[src/rtl/timing_gen.sv]
// Beat/phase timing generator: synchronized start button, three-phase beats
// (T1..T3) within one-hot beats (W1..W3), step/stop halting and a beat counter.
module timing_gen (
  input  logic       CLK,
  input  logic       CLR,
  input  logic       QD,
  input  logic       STEP,
  input  logic       SHORT,
  input  logic       LONG,
  input  logic       STOP,
  output logic       T1,
  output logic       T2,
  output logic       T3,
  output logic       W1,
  output logic       W2,
  output logic       W3,
  output logic       RUN,
  output logic       IDONE,
  output logic [7:0] BEATS
);

  typedef enum logic [1:0] {S_IDLE, S_RUN, S_HALT} state_t;

  localparam logic [2:0] BEAT_W1 = 3'b100;
  localparam logic [2:0] BEAT_W2 = 3'b010;
  localparam logic [2:0] BEAT_W3 = 3'b001;

  state_t     r_state;
  logic       r_qd1, r_qd2, r_qd3;
  logic [1:0] r_vld;
  logic       r_armed;
  logic [2:0] r_t;       // {T1,T2,T3}
  logic [2:0] r_w;       // {W1,W2,W3}
  logic       r_run;
  logic       r_idone;
  logic [7:0] r_beats;

  logic       w_start;
  logic [2:0] w_wnext;
  logic       w_halt;

  // The edge detector only arms once the synchronizer holds a genuine low
  // sample taken after reset, so a QD held high through reset cannot start.
  assign w_start = r_qd2 & ~r_qd3 & r_armed;

  always_comb begin
    w_wnext = BEAT_W1;
    case (r_w)
      BEAT_W1: w_wnext = SHORT ? BEAT_W1 : BEAT_W2;
      BEAT_W2: w_wnext = LONG  ? BEAT_W3 : BEAT_W1;
      default: w_wnext = BEAT_W1;
    endcase
  end

  assign w_halt = STOP | (STEP & (w_wnext == BEAT_W1));

  always_ff @(posedge CLK) begin
    if (CLR) begin
      r_state <= S_IDLE;
      r_qd1   <= 1'b0;
      r_qd2   <= 1'b0;
      r_qd3   <= 1'b0;
      r_vld   <= '0;
      r_armed <= 1'b0;
      r_t     <= '0;
      r_w     <= BEAT_W1;
      r_run   <= 1'b0;
      r_idone <= 1'b0;
      r_beats <= '0;
    end else begin
      r_qd1   <= QD;
      r_qd2   <= r_qd1;
      r_qd3   <= r_qd2;
      r_vld   <= {r_vld[0], 1'b1};
      if (r_vld[1] && !r_qd2) r_armed <= 1'b1;
      r_idone <= 1'b0;
      case (r_state)
        S_IDLE, S_HALT: begin
          if (w_start) begin
            r_state <= S_RUN;
            r_run   <= 1'b1;
            r_t     <= 3'b100;
          end
        end
        S_RUN: begin
          if (r_t == 3'b001) begin
            r_w     <= w_wnext;
            r_beats <= r_beats + 8'd1;
            r_idone <= (w_wnext == BEAT_W1);
            if (w_halt) begin
              r_state <= S_HALT;
              r_run   <= 1'b0;
              r_t     <= '0;
            end else begin
              r_t     <= 3'b100;
            end
          end else begin
            r_t <= {1'b0, r_t[2:1]};
          end
        end
        default: begin
          r_state <= S_IDLE;
          r_run   <= 1'b0;
          r_t     <= '0;
        end
      endcase
    end
  end

  assign {T1, T2, T3} = r_t;
  assign {W1, W2, W3} = r_w;
  assign RUN   = r_run;
  assign IDONE = r_idone;
  assign BEATS = r_beats;

endmodule
[config.mk]
export PLATFORM = sky130hd
export DESIGN_NAME = timing_gen
export DESIGN_NICKNAME = d
export VERILOG_FILES = /design/src/rtl/timing_gen.sv
export SDC_FILE = /design/constraint.sdc
export NUM_CORES = 1
export LEC_CHECK = 0
export ABC_AREA = 1
export CAP_MARGIN = 20
export CORE_AREA = 2 2 43 45
export CTS_CLUSTER_DIAMETER = 80
export CTS_CLUSTER_SIZE = 25
export DETAILED_ROUTE_END_ITERATION = 8
export DIE_AREA = 0 0 45 47
export DONT_BUFFER_PORTS = 1
export PLACE_DENSITY = 0.82
export SETUP_SLACK_MARGIN = 0.05
export SYNTH_ARGS = -nofsm -noshare
export SYNTH_HDL_FRONTEND = slang
export SYNTH_SLANG_ARGS = --single-unit
[constraint.sdc]
create_clock -name CLK -period 2 [get_ports CLK]
set_clock_uncertainty 0.05 [all_clocks]
set_input_delay 0.3 -clock CLK [delete_from_list [all_inputs] [get_ports CLK]]
set_output_delay 0.3 -clock CLK [all_outputs]
set_load 0.01 [all_outputs]
* Word-level counts from Yosys, hierarchy flattened *
Cells that the tools add are included.

operators by class
  $add $sub $neg = 1
  equality and inequality tests = 9
  muxes and demuxes = 16
  bitwise logic cells = 7
  reductions and logical operators = 7

operator list
  cell                 count
  $mux 3               5
  $pmux 3 s2           2
  $add 8x1->8 const B  1
  $eq 3x3->1 const B   2
  $mux 2               3
  $ne 2x2->1 const B   3
  $mux 1               4
  $pmux 2 s2           1
  $and 1x1->1          3
  $eq 3x1->1 const B   1
  $eq 3x2->1 const B   1
  $not 1->1            3
  $reduce_and 3->1     1
  $reduce_or 3->1      1
  $eq 2x1->1 const B   1
  $eq 2x2->1 const B   1
  $logic_not 2->1      1
  $pmux 1 s2           1
  $reduce_and 2->1     1
  $reduce_or 2->1      1
  $logic_and 1x1->1    1
  $logic_not 1->1      1
  $or 1x1->1           1

storage, ports and cells
  register bits after elaboration = 24

* Longest topological paths before layout *
Gate-level depths: netlist of the first run.

  depth in word-level cells = 8
  mapped depth = 8
  mapped depth without buffers = 8

* Worst setup path after synthesis of the first run *
OpenSTA, ideal clock, no wires.

  kind = reg2reg
  start = register r_t[2]
  end = register r_beats[7], in the netlist BEATS[7]
  data arrival time = 1.077 ns
  data required time = 1.834 ns
  slack = 0.757 ns
  stages on the path, launching flop included = 7
  buffers on the path = 0
  period minus slack after synthesis = 1.243 ns
  path through = dfxtp_1 nor2_1 nand3_4 nor2_4 nand4_2 nor2_1 nor3b_2

on the way
  cells in the longest elaborated chain, start to end = 2

RTL lines
  what                               line  RTL
  start, declared                    32    logic [2:0] r_t;
  start signal, assigned             98    r_t <= {1'b0, r_t[2:1]};
  $eq 3x1->1                         86    if (r_t == 3'b001) begin
  $reduce_and 2->1 (no source line)  -
  end signal, assigned               88    r_beats <= r_beats + 8'd1;
  end, declared                      36    logic [7:0] r_beats;

Every way passes these cells.
A chain may end at the register's enable or synchronous reset.

* Worst setup path after layout of the first run *
  start = register r_state[0]
  end = register r_beats[7], in the netlist BEATS[7]

on the way
  cells in the longest elaborated chain, start to end = 2

RTL lines
  what                               line  RTL
  start, declared                    28    state_t r_state;
  start signal, assigned             59    r_state <= S_IDLE;
  start signal, assigned             80    r_state <= S_RUN;
  start signal, assigned             91    r_state <= S_HALT;
  $eq 2x1->1                         77    case (r_state)
  $reduce_and 2->1 (no source line)  -

Every way passes these cells.

==> results.yml, run 1 <==
grt:
  grt_pass1_wl_mm: 2.74
  grt.met1_usage_pct: 20.3
  grt_pass1_vias: 651
  grt_overflow: 0
  antenna_found_initial: 0
  grtUsageMet2_pct: 32.0
  grt_max_degree: 15
  grtUsageTotal_pct: 18.7
  top_usage_layer: "met2"
  gr-usage-met3_pct: 3.85
placed_design:
  dp_hpwl_mm: 1.27
  post_dp_cell_area_um2: 991
  dp_cells: 141
  port_buffers: 0
  place_congestion: 0.843
setup_path:
  worst-path-buf-inv: 1
  cp.required_ns: 2.15
  max_stage_delay_ns: 0.40
  slowest_stage: "dfxtp_1"
  crit_top_cell: "nor2_4"
  critPathCaptureType: "flop"
  cp_max_fo: 8
  path_cells: "inv_2 > nor2_4 > nand3_4 > nor2_4 > nand4_2 > nor2_1 > nor3b_2"
  path_delay_family: "simple AND/OR/NAND/NOR gates"
  cp-start-kind: "flop"
  critical_path_class: "flop to flop"
  arrival_ns: 1.58
synth:
  ys_ff_latch: 24
  syn-num-nets: 133
  synthCells: 125
  synth.yosys.seq_area_share_pct: 49.4
  synth-compound-area-share_pct: 10.0
  ys_types: 23
  synthXorXnorAreaFrac_pct: 0.900
  muxShareOfSynthArea_pct: 0
  synth.top_cell.area_share_pct: 49.4
  ys_top_cells_by_area: "dfxtp_1 (49%), nand2_1 (8.9%), nor2_1 (8.1%)"
  synth_top_family_by_area: "simple AND/OR/NAND/NOR gates"
  synthAdderAreaFrac_pct: 1.29
  netlist_area_um2: 973
  synth_warnings: 0
  synthSimpleGateAreaFrac_pct: 30.3
  yosys.area.top_type: "dfxtp_1"
  postSynthAreaPerCell_um2: 7.79
drt:
  drt-total-wl_mm: 1.81
  drt_pre_antenna_iters: 4
  wl_per_cell_um: 12.3
  drc_errors: 0
  avgViaCountPerCell: 5.29
  vias: 778
  drtIter0Drc: 12
  detail-route-antenna-nets: 0
floorplanning:
  start_util_pct: 58.9
  ioPinCount: 23
  die_w_um: 45
  die_area_mm2: 0.00212
  rows: 15
  die_y_um: 47
  coreArea_mm2: 0.00165
finish:
  diodes: 0
  final-seq-area_um2: 480
  mostFrequentLayoutCell: "dfxtp_1"
  design_area_mm2: 0.00106
  final_nets: 139
  fin_cells: 147
  fillCellCount: 139
  drive_gt1_share_pct: 8.46
  area_growth_pct: 9.25
  multi_input_area_um2: 414
  final_cell_mix: "dfxtp_1 (24), nand2_1 (23), nor2_1 (21)"
cts:
  cts_max_level: 1
  cts-root-buf: "clkbuf_4"
  clk_pin_slew_ns: 0.13
  numCtsBuffers: 3
  insertion_delay_ns: 0.32
  post_cts_resized: 0
  cts_tree: "done"
  cts_max_path_buffers: 2
  clock_sinks: 24
sta:
  finalHoldWorstSlack_ns: 0.124
  tns_ns: 0
  finalHoldViolations: 0
  slew_headroom_pct: 62.1
  setup_viol: 0
  period_share_pct: 71.2
  rsz0062_at_grt: "false"
  tightest_slew_ns: 0.567
  fin_crit_ns: 1.42
  clock.fmax_mhz: 702
  drv_slew: 0
worst_hold_path:
  holdCritPathClass: "primary input to flop"
pwr:
  p_leak_nw: 0.442
  total_power_mw: 1.02
  power_density_mw_per_mm2: 963
  max-vdd-ir-drop_uv: 480
job:
  drv_cap: 0
run_status:
  outcome: "finished clean"
metal layers:
metal / wire length, um / up-vias
li1: - / 408
met1: 827 / 345
met2: 837 / 20
met3: 90 / 5
met4: 55 / 0
met5: 0 / -
stage by stage:
| stage | utilization [%] | worst slack [ns] |
|---|---|---|
| after floorplan | - | 0.757 |
| after global placement | 60.0 | 0.665 |
| after detailed placement | 60.0 | 0.621 |
| after CTS | 63.8 | 0.585 |
| after global routing | 64.4 | 0.432 |
| final | 64.4 | 0.575 |
area by class of cell:
| type | count | share of cell area, % |
|---|---|---|
| well taps | 17 | 2.00 |
| inverters | 20 | 7.06 |
| flip-flops and latches | 24 | 45.2 |
| multi-input cells | 80 | 38.9 |
| repair buffers | 2 | 1.88 |
| clock inverters | 1 | 2.82 |
| clock buffers | 3 | 2.12 |
state kept, by name, indices dropped and copies added, names as in the netlist:
register	cells
r_vld	2
IDONE	1
r_qd3	1
BEATS	8
r_t	3
r_armed	1
r_w	3
r_state	2
r_qd2	1
r_qd1	1
RUN	1
where the power goes:
part | internal [mW] | switching (mW) | leakage [nW] | total [mW]
clock | 0.203 | 0.149 | 0.0279 | 0.352
sequential | 0.508 | 0.0293 | 0.195 | 0.537
combinational | 0.0436 | 0.0914 | 0.219 | 0.135
final timing paths:
check	from	end	slack, ns	depth (start not counted)
setup / recovery	r_state[0]	BEATS[7]	0.58	7
hold reg to reg	r_vld[0]	r_vld[1]	0.36	2
hold / removal	CLR	r_vld[0]	0.12	1
setup reg to reg	r_state[0]	BEATS[7]	0.58	7
synthesized netlist by cell type:
cell and number:
nor3b_2 1, o21ai_1 1, ha_1 1, xor2_1 1
inv_2 1, nand3_4 1, dfxtp_1 24, a21oi_1 9
nor3_1 1, o211ai_1 2, o21ai_0 5, inv_1 18
clkinv_1 1, nor3b_1 1, nand4_1 2, a211oi_1 1
nor2_4 2, nand4_2 1, clkbuf_1 1, nand2_1 23
nor2_1 21, nand3_1 6, nor3_2 1
what timing repair did:
| action | CTS | global route |
|---|---|---|
| setup buffers | 0 | 0 |
| hold endpoints to repair | 14 | 1 |
| hold buffers | 1 | 1 |
cell families (layout without fill, tap and decap cells):
family | Yosys count | after routing
adders and majority gates | 1 | 1
and+or+nand+nor | 60 | 60
AOI/OAI and AO/OA | 18 | 18
xor gates and xnor gates | 1 | 1
buffers and inverters | 21 | 26
DFF | 24 | 24
No activity file was read; power rests on OpenSTA's default activity.
==> inputs of run 2 (changes only) <==
CORE_AREA = 2 2 51 44   (was 2 2 43 45)
DIE_AREA = 0 0 53 46   (was 0 0 45 47)
PLACE_DENSITY = 0.76   (was 0.82)
clock period = 1.3 ns   (was 2 ns; I/O delays follow)
==> run 2 against run 1 <==
- the flow now finishes with violations (negative setup slack)
- design area rose by 24%
- hold slack got worse by 0.088 ns
- sequential power rose by 53%
- maximum frequency rose by 9.6%
- first-iteration DRC count fell by 58%
- register-to-register slack got worse by 0.58 ns
- clock-buffer cell count did not move
- largest power group unchanged
- critical path depth rose by 1
- utilization rose by 2.3 points
- clock power rose by 51%
- worst setup slack got worse by 0.58 ns
- highest routed layer unchanged
- sequential share of layout area fell by 7.8 points
==> results.yml, run 2 (same netlist as run 1, synthesis figures left out) <==
run_status:
  outcome: "finished, violations left"
  violations: "negative setup slack"
pwr:
  switching_share_pct: 26.4
  p_leak_nw: 0.565
  p_int_mw: 1.26
  pwr-share-seq_pct: 48.2
  switching_power_mw: 0.449
  max-vdd-ir-drop_uv: 1080
  power_density_mw_per_mm2: 1300
  combPwrFrac_pct: 20.6
  p_clk_share_pct: 31.2
setup_path:
  r2r_start: "r_state[0]"
  cp_max_fo: 8
  critPathCaptureType: "flop"
  ff2ff_path_depth: 8
  critical_path_class: "flop to flop"
  cp.required_ns: 1.47
  r2r_setup_slack_ns: -0.0001
  cp-start-kind: "flop"
  arrival_ns: 1.47
  worstReg2RegEnd: "BEATS[5]"
finish:
  final_cell_mix: "nand2_1 (20), inv_1 (18), nor2_1 (17)"
  drive_gt1_share_pct: 31.8
  area_growth_pct: 35.0
  mostFrequentLayoutCell: "nand2_1"
  post-route-util_pct: 66.7
  diodes: 0
  final_nets: 160
  largest_register_ffs: 8
grt:
  grt_pass1_wl_mm: 3.33
  antenna_found_initial: 0
  grt_max_degree: 16
  grt_overflow: 0
  grtUsageTotal_pct: 19.3
  grt_pass1_vias: 762
sta:
  drv_slew: 0
  period_share_pct: 100
  finalHoldViolations: 0
  rsz0062_at_grt: "true"
  timing.final.ws_setup_ns: -0.000139
  slew_headroom_pct: 69.6
  tightest_slew_ns: 0.454
  tns_ns: -0.000139
  clock.fmax_mhz: 769
  fin_crit_ns: 1.30
  setup_viol: 1
job:
  drv_cap: 0
floorplanning:
  ioPinCount: 23
  rows: 15
  die_area_mm2: 0.00244
  start_util_pct: 49.4
  coreArea_mm2: 0.00197
  die_w_um: 53
  die_y_um: 46
worst_hold_path:
  hold_path_end: "r_w[1]"
  holdCritPathClass: "primary input to flop"
  min_path_cells: 3
  min_from: "SHORT"
cts:
  clk_pin_slew_ns: 0.13
  cts_max_path_buffers: 2
  numCtsBuffers: 3
  cts_max_level: 1
  insertion_delay_ns: 0.31
  cts-root-buf: "clkbuf_4"
  cts_tree: "done"
  clock_sinks: 24
drt:
  drtIter0Drc: 5
  vias: 861
  detail-route-antenna-nets: 0
  drc_errors: 0
  drt-total-wl_mm: 2.22
  avgViaCountPerCell: 4.89
  drt_pre_antenna_iters: 4
  wl_per_cell_um: 12.6
placed_design:
  port_buffers: 0
  place_congestion: 0.823
  dp_hpwl_mm: 1.43
-- run 2: changes by cell type in the layout (fill, tap and decap cells not counted), sizes merged --
| cell | delta |
|---|---|
| buf | +18 |
| dlygate4sd3 | +3 |
-- run 2: cell type report --
| class | count | area, um^2 |
|---|---|---|
| clock inverters | 1 | 30.0 |
| flip-flops and latches | 24 | 490 |
| clock buffers | 3 | 22.5 |
| well taps | 25 | 31.3 |
| inverters | 20 | 75.1 |
| multi-input cells | 80 | 472 |
| fillers | 167 | 657 |
| repair buffers | 23 | 193 |
-- run 2: metrics by stage --
stage / setup slack, ns / power [mW] / area (um^2) / instances / hold slack (ns)
after global placement: 0.0416 / 1.06 / 1090 / 161 / 0.216
final: -0.000139 / 1.71 / 1310 / 176 / 0.0357
after global routing: -0.0456 / 1.79 / 1310 / 176 / 0.0261
after CTS: 0.0504 / 1.66 / 1230 / 174 / -0.133
after detailed placement: 0.00577 / 1.07 / 1090 / 161 / 0.218
after floorplan: 0.0568 / 1.00 / 973 / 125 / 0.214
-- run 2: worst max-delay path by stage --
stage / endpoint / cells past startpoint / slack, ns / from
final: BEATS[5] / 8 / -0.0001 / r_state[0]
after global routing: BEATS[3] / 9 / -0.05 / r_state[0]
after detailed placement: BEATS[5] / 6 / 0.006 / r_t[2]
after global placement: BEATS[7] / 7 / 0.04 / r_state[0]
after floorplan: BEATS[7] / 6 / 0.06 / r_t[2]
after CTS: BEATS[7] / 6 / 0.05 / r_t[2]
-- run 2: timing repair --
action / CTS / global route
hold buffers: 5 / 1
setup endpoints to repair: 8 / 14
pin swaps: 1 / 2
hold endpoints to repair: 14 / 10
buffers inserted: 4 / 2
resized for setup: 4 / 21
-- run 2: worst max-delay path, cell delays in order (launching register included) --
cell	delay (ns)
dfxtp_2	0.36
inv_2	0.05
nor2_4	0.11
nand3_4	0.14
nor2_4	0.13
buf_4	0.13
nand2_1	0.06
o21ai_1	0.12
a21oi_1	0.06
-- run 2: per-layer routing --
layer	global-route usage [%]	part of all wire (%)	up-vias
met3	7.24	4.2	2
met4	4.62	0.59	0
met2	33.3	54	18
met5	0	0	-
li1	-	-	447
met1	23.0	41	394
-- run 2: power groups by stage --
stage / Sequential (mW) / Combinational (mW) / Clock [mW]
2_1_floorplan: 0.835 / 0.166 / 0
3_3_place_gp: 0.828 / 0.235 / 0
3_5_place_dp: 0.829 / 0.245 / 0
4_1_cts: 0.815 / 0.294 / 0.551
5_1_grt: 0.829 / 0.381 / 0.579
6_report: 0.822 / 0.352 / 0.531
